## src/rtl/packet_arbiter.sv

```systemverilog
// Packet-atomic round-robin arbiter: merges NUM_INPUTS upstream packet FIFOs into one
// downstream FIFO, forwarding whole packets and cutting any packet at MAX_WORDS words.
//
// state   | meaning
// --------+-------------------------------------------------------------
// ST_IDLE | no owner; search requesters round-robin starting after last
// ST_PASS | owner last_q forwards words until out_end (natural or forced)
module packet_arbiter #(
    parameter int WORD_SIZE  = 4,
    parameter int NUM_INPUTS = 4,
    parameter int MAX_WORDS  = 256
) (
    input  logic                            clk,
    input  logic                            rst,
    input  logic [NUM_INPUTS-1:0]           enable,
    input  logic [NUM_INPUTS-1:0]           in_nempty,
    input  logic [NUM_INPUTS*WORD_SIZE-1:0] in_data,
    input  logic [NUM_INPUTS-1:0]           in_end,
    output logic [NUM_INPUTS-1:0]           in_pop,
    input  logic                            out_full,
    output logic                            out_shift,
    output logic [WORD_SIZE-1:0]            out_data,
    output logic                            out_end,
    output logic [NUM_INPUTS-1:0]           grant,
    output logic                            busy,
    output logic                            truncated
);
    localparam int IDX_W = $clog2(NUM_INPUTS);
    localparam int CNT_W = $clog2(MAX_WORDS);
    localparam logic [CNT_W-1:0] LAST_CNT = CNT_W'(MAX_WORDS - 1);

    typedef enum logic {ST_IDLE, ST_PASS} state_t;

    state_t                state_q, state_d;
    logic [IDX_W-1:0]      last_q, last_d;
    logic [CNT_W-1:0]      cnt_q, cnt_d;
    logic [NUM_INPUTS-1:0] grant_q, grant_d;
    logic                  truncated_q, truncated_d;

    logic [NUM_INPUTS-1:0] req;
    logic [IDX_W-1:0]      pick, cand, sel;
    logic                  pick_valid;
    logic                  src_nempty, src_end;
    logic                  xfer, force_end;

    assign req = enable & in_nempty;

    // First requester at or after last_q+1, wrapping; only the first hit is kept.
    always_comb begin
        pick       = '0;
        cand       = '0;
        pick_valid = 1'b0;
        for (int k = 1; k <= NUM_INPUTS; k++) begin
            cand = IDX_W'((int'(last_q) + k) % NUM_INPUTS);
            if (!pick_valid && req[cand]) begin
                pick       = cand;
                pick_valid = 1'b1;
            end
        end
    end

    // Source mux; in IDLE the data path simply follows input 0.
    always_comb begin
        sel        = (state_q == ST_PASS) ? last_q : '0;
        out_data   = '0;
        src_end    = 1'b0;
        src_nempty = 1'b0;
        for (int i = 0; i < NUM_INPUTS; i++) begin
            if (sel == IDX_W'(i)) begin
                out_data   = in_data[i*WORD_SIZE +: WORD_SIZE];
                src_end    = in_end[i];
                src_nempty = in_nempty[i];
            end
        end
    end

    assign busy      = (state_q == ST_PASS);
    assign force_end = busy && (cnt_q == LAST_CNT);
    assign xfer      = busy && src_nempty && !out_full;
    assign out_shift = xfer;
    assign out_end   = src_end | force_end;
    assign in_pop    = grant_q & {NUM_INPUTS{xfer}};
    assign grant     = grant_q;
    assign truncated = truncated_q;

    always_comb begin
        state_d     = state_q;
        last_d      = last_q;
        cnt_d       = cnt_q;
        grant_d     = grant_q;
        truncated_d = truncated_q;
        case (state_q)
            ST_IDLE: begin
                if (pick_valid) begin
                    state_d = ST_PASS;
                    last_d  = pick;
                    grant_d = NUM_INPUTS'(1) << pick;
                    cnt_d   = '0;
                end
            end
            ST_PASS: begin
                if (xfer) begin
                    if (out_end) begin
                        state_d = ST_IDLE;
                        grant_d = '0;
                        if (force_end && !src_end) truncated_d = 1'b1;
                    end else begin
                        cnt_d = cnt_q + CNT_W'(1);
                    end
                end
            end
            default: state_d = ST_IDLE;
        endcase
    end

    always_ff @(posedge clk) begin
        if (rst) begin
            state_q     <= ST_IDLE;
            last_q      <= IDX_W'(NUM_INPUTS - 1);
            cnt_q       <= '0;
            grant_q     <= '0;
            truncated_q <= 1'b0;
        end else begin
            state_q     <= state_d;
            last_q      <= last_d;
            cnt_q       <= cnt_d;
            grant_q     <= grant_d;
            truncated_q <= truncated_d;
        end
    end

endmodule
```

## config.mk

```make
export PLATFORM = sky130hd
export DESIGN_NAME = packet_arbiter
export DESIGN_NICKNAME = d
export VERILOG_FILES = /design/src/rtl/packet_arbiter.sv
export SDC_FILE = /design/constraint.sdc
export NUM_CORES = 1
export LEC_CHECK = 0
export CORE_ASPECT_RATIO = 1.75
export CORE_MARGIN = 1
export CORE_UTILIZATION = 35
export DETAILED_ROUTE_END_ITERATION = 10
export PLACE_DENSITY = 0.68
export SLEW_MARGIN = 10
export SYNTH_ARGS = -nofsm -noshare
export SYNTH_HDL_FRONTEND = slang
export SYNTH_SLANG_ARGS = --single-unit
```

## constraint.sdc

```tcl
create_clock -name clk -period 3.6 [get_ports clk]
set_input_delay 0.54 -clock clk [delete_from_list [all_inputs] [get_ports clk]]
set_output_delay 0.54 -clock clk [all_outputs]
set_load 0.05 [all_outputs]
```

# Word-level counts from Yosys, hierarchy flattened

Index checks and enable logic that the tools add are counted.

Reductions and logical operators: 17
$lt $le $gt $ge: 4
Equal/unequal tests: 8
Multiplexer cells: 41
$add $sub $neg: 5
Bitwise operators: 4
Shifts and indexed selects: 1

Operators by type and width:

| kind                                                                     | number |
|---|---|
| 4-bit two-way mux                                                        | 7 |
| 8-bit two-way mux                                                        | 3 |
| 1-bit two-way mux                                                        | 19 |
| 8-bit case mux with 2 select lines                                       | 1 |
| 2-bit by 3-bit < comparator with 1-bit output (second input constant)    | 4 |
| 2-bit two-way mux                                                        | 5 |
| 8-bit by 1-bit adder with 8-bit output (second input constant)           | 1 |
| 4-bit AND                                                                | 2 |
| 1-bit binary-select mux with 2-bit select                                | 4 |
| 8-bit equality test (second input constant)                              | 1 |
| 4-bit case mux with 2 select lines                                       | 1 |
| 1-bit logical AND                                                        | 7 |
| 2-bit inequality test (second input constant)                            | 3 |
| 3-bit AND reduction                                                      | 2 |
| 1-bit logical NOT                                                        | 5 |
| 2-bit by 1-bit adder with 2-bit output (second input constant)           | 2 |
| 2-bit adder (second input constant)                                      | 2 |
| 2-bit equality test (second input constant)                              | 2 |
| 4-bit AND reduction                                                      | 1 |
| 1-bit by 2-bit left shift with 4-bit output (first input constant)       | 1 |
| 2-bit by 1-bit equality test with 1-bit output (second input constant)   | 1 |
| 2-bit logical NOT                                                        | 1 |
| 2-bit by 1-bit inequality test with 1-bit output (second input constant) | 1 |
| 1-bit case mux with 2 select lines                                       | 1 |
| 3 further kinds                                                          | 3 |

Output and inout port bits: 16
Register bits after elaboration: 16
Bits of input ports: 31
Logic and storage cells: 85

# Depth between registers and ports, before layout

Depth in word-level cells: 16
Gate-level depth with buffers: 7

# Worst setup path before layout

OpenSTA, ideal clock, no wires.

Path type: reg2out
Start: reg state_q, in the netlist busy
End: out in_pop[0]
Cell stages (with the launch flop): 6
Arrival: 2.253 ns
Buffers on the path: 1
Path slack: 0.807 ns
Path through: dfxtp_1 > nand2b_1 > mux4_1 > and3_1 > clkbuf_1 > and2_1

Cells in the longest elaborated chain, start to end: 9
Elaborated cells between the ends (all ways): 12

RTL lines:

| item                                | line | RTL |
|---|---|---|
| start, declared                     | 34   | `state_t state_q, state_d;` |
| start signal, assigned              | 124  | `state_q <= state_d;` |
| 2-bit two-way mux                   | 64   | `sel = (state_q == ST_PASS) ? last_q : '0;` |
| 2-bit logical NOT                   | 69   | `if (sel == IDX_W'(i)) begin` |
| 1-bit two-way mux (4 in series)     | 69   |  |
| 1-bit logical AND (*) (2 in series) | 79   | `assign xfer = busy && src_nempty && !out_full;` |
| named net out_shift                 | 21   | `output logic out_shift,` |
| 4-bit AND (*)                       | 82   | `assign in_pop = grant_q & {NUM_INPUTS{xfer}};` |
| end, declared                       | 19   | `output logic [NUM_INPUTS-1:0] in_pop,` |

Mark *: on every way through the listed nets, which the timed path passes. The rest lies on a longest branch.

# Worst setup path after layout

Start: in in_nempty[1]
End: out in_pop[0]

Cells in the longest elaborated chain, start to end: 6

RTL lines:

| item                            | line | RTL |
|---|---|---|
| start, declared                 | 16   | `input logic [NUM_INPUTS-1:0] in_nempty,` |
| 1-bit two-way mux (3 in series) | 69   |  |
| 1-bit logical AND (2 in series) | 79   |  |
| 4-bit AND                       | 82   |  |

No other way between the ends.

==> out/metrics.csv <==
metric,value,unit
syn avg cell area,7.84,sq um
P_leak,0.000627,uW
Crit path max-delay family,buffers and inverters,
Yosys reg bits,16,
CTS Root Cell,clkbuf_8,
CTS Buf Count,3,
Critical Path AT,2860,ps
Sw Ratio,36.5,%
Setup-failing EPs final,0,
TritonCTS Sinks,16,
largest stage delay on the critical path,700,ps
# resized after CTS,0,
CTS Hold Bufs,0,
peak supply drop,0.000165,V
Post-CTS Setup Inserts,0,
Worst-Skew Late Latency,240,ps
clock skew,0.898,ps
Post-synth ARST share,0,%
"most used cell, CP",clkdlybuf4s50_1,
Syn Inst Count,145,
Nets,223,
Achievable Freq,294,MHz
Area contributors post-synth,"dfxtp_1 28%, a21oi_1 5.7%, nand3_1 5.3%",
# fillers,302,
Tightest Pin Transition,650,ps
sequential power share,35.8,%
post-synth top area share,28.2,%
DPL Wire Length,2560,um
PwrDens,340,mW/mm^2
CP max stage cell,clkdlybuf4s50_1,
Critical Path Source,in_nempty[1],
post-synthesis compound-gate area fraction,29.2,%
Setup TNS,0,ps
Die Y-Extent,77.4,um
core area,0.00311,sq mm
first-pass GRT wire length,5450,um
Tot GR Track Use,20.4,%
Die Area,0.00349,sq mm
Final Cycle Share,94.4,%
synth unique cells,46,
clk buf depth,2,
clock transition at the registers of the reported paths,60,ps
crit start category,input port,
DR DRC count,0,
Site Rows,27,
Synth Area in Adders,1.10,%
grt total ovfl,0,
Synthesized Nets,177,
TritonCTS clock tree,yes,
worst r2r src,busy$_SDFF_PP0_,
path type of the worst setup path,input port to primary output,
CP max FO,8,
P_sw,207,uW
Hold WC Path Type,flip-flop to flip-flop,
final hold violation count,0,
initial antenna violation count,0,
Die W,45.1,um
gp weighted congestion,0.922,
DRT Wirelength,3350,um
simple-gate share of the synthesized area,28.7,%
I/O Buffers,46,
Max-cap violations,0,
Crit. End Element,primary output,
Pre-Repair DR Iteration Count,4,
share of layout cells above drive strength 1,3.70,%
vias in the first global route,1235,
Synth area leader,dfxtp_1,
starting density of the core,36.6,%
outcome,"finished, final reports clean",
Post-DRT Antenna Nets,0,
prevailing post-synth register cell,dfxtp_1,
Clock power frac,23.2,%
htree depth,1,
io pins,47,
Worst slew margin,56.7,%
register area share after synthesis,28.2,%
internal power,361,uW
combinational fraction of design power,41.0,%
post-route minimum period,3400,ps
number of DRC markers in iteration 0,48,
antenna cells,0,
mux cell area share after synthesis,6.72,%
Critical Path RT,3060,ps
hold_sp,truncated$_SDFFE_PP0P_,
routed vias/inst,5.60,
fin area,0.00167,sq mm
post-synthesis xor/xnor area fraction,0.771,%
area delta synth->final,46.9,%
main combinational cell family by area after synthesis,compound AO/OA/AOI/OAI gates,
WL per Instance,14.4,um
synth warn,0,
WP buf/inv,2,
placed cell area,0.00163,sq mm
RSZ-0062 raised after global routing,false,
Post-Syn Area,0.00114,sq mm
pins over their slew limit,0,
worst-path cell chain,clkdlybuf4s50_1 > nand2b_1 > mux4_1 > and3_1 > and2_1 > clkdlybuf4s50_1,
DR vias,1299,
largest net degree at the start of global routing,20,
"EDFF count, synth",0,
-- worst paths after layout --
path / endpoint / cells after the start / slack, ps
setup / recovery: in_pop[0] / 6 / 200
hold / removal: truncated$_SDFFE_PP0P_ / 2 / 450
setup reg to reg: cnt_q[2]$_SDFFE_PP0P_ / 5 / 1010
hold reg to reg: truncated$_SDFFE_PP0P_ / 2 / 450
-- routing by layer --
| metal | up-vias | global-route usage [%] | wire [um] | share of wire, % |
|---|---|---|---|---|
| met2 | 55 | 36.7 | 1830 | 55 |
| li1 | 641 | - | - | - |
| met5 | - | 0 | 0 | 0 |
| met3 | 6 | 1.86 | 189 | 5.6 |
| met1 | 597 | 23.3 | 1270 | 38 |
| met4 | 0 | 7.88 | 57 | 1.7 |
-- cells by family (layout without fill, tap and decap cells) --
kind of cell | count (synthesis) | after routing
xor gates and xnor gates | 1 | 1
DFF | 16 | 16
and+or+nand+nor | 61 | 61
muxes | 6 | 6
adders and majority gates | 1 | 1
AOI/OAI and AO/OA | 47 | 47
buffers and inverters | 13 | 57
-- synthesized netlist by cell type, types with 2 or more instances --
master	count
a211o_1	6
a21oi_1	13
a22o_1	2
a22oi_1	3
and2_1	5
buf_2	3
clkbuf_1	2
dfxtp_1	16
inv_1	6
mux2i_1	5
nand2_1	12
nand2b_1	3
nand3_1	12
nor2_1	10
nor3_1	3
o21ai_0	4
o22ai_1	2
o2bb2ai_1	5
o31ai_1	3
or3_1	2
or4_1	3
-- per-stage QoR --
stage               power [uW]  setup WS [ps]  cells  util (%)  hold WS [ps]
floorplan                  350            807    145         -           452
global placement           435            261    229      52.4           447
detailed placement         438            204    229      52.4           449
CTS                        571            200    232      53.7           458
global route               596            129    232      53.7           484
finish                     568            201    232      53.7           451
-- power groups by stage --
stage / Clock [uW] / Combinational (uW) / Sequential [uW]
finish: 132 / 233 / 203
global route: 143 / 248 / 204
CTS: 136 / 233 / 202
detailed placement: 0 / 232 / 206
global placement: 0 / 230 / 206
floorplan: 0 / 137 / 213
-- state kept, by name (all words and copies together), names as in the netlist --
| register | cells |
|---|---|
| cnt_q | 8 |
| grant | 4 |
| last_q | 2 |
| busy | 1 |
| truncated | 1 |
-- worst register-to-register path, stage by stage, from the launching register on --
cell and delay, ps:
dfxtp_1 720, inv_1 310, o2bb2ai_1 230, or4b_4 660
or3b_1 420, a31oi_1 180
-- placed cells by master, fill, tap and decap left out, drive strengths merged, types with 2 or more instances in the layout --
cell type,n
and2,5
inv,6
nand3,12
nor3,3
o31ai,3
buf,2
nand2,12
nand2b,3
clkbuf,3
a21oi,13
mux2i,5
a211o,6
or4,3
o21ai,5
nor2,10
o2bb2ai,5
dfxtp,16
a22oi,3
a22o,2
or2,2
o22ai,2
or3,2
clkdlybuf4s50,46
-- cell type report --
cell class | instances | area, sq um | share of cell area (%)
multi-input combinational | 116 | 756 | 45.3
timing repair buffer | 48 | 475 | 28.5
sequential | 16 | 320 | 19.2
tap | 43 | 53.8 | 3.22
clock buffer | 3 | 41.3 | 2.47
inverter | 6 | 22.5 | 1.35
No activity file was read; power rests on OpenSTA's default activity.
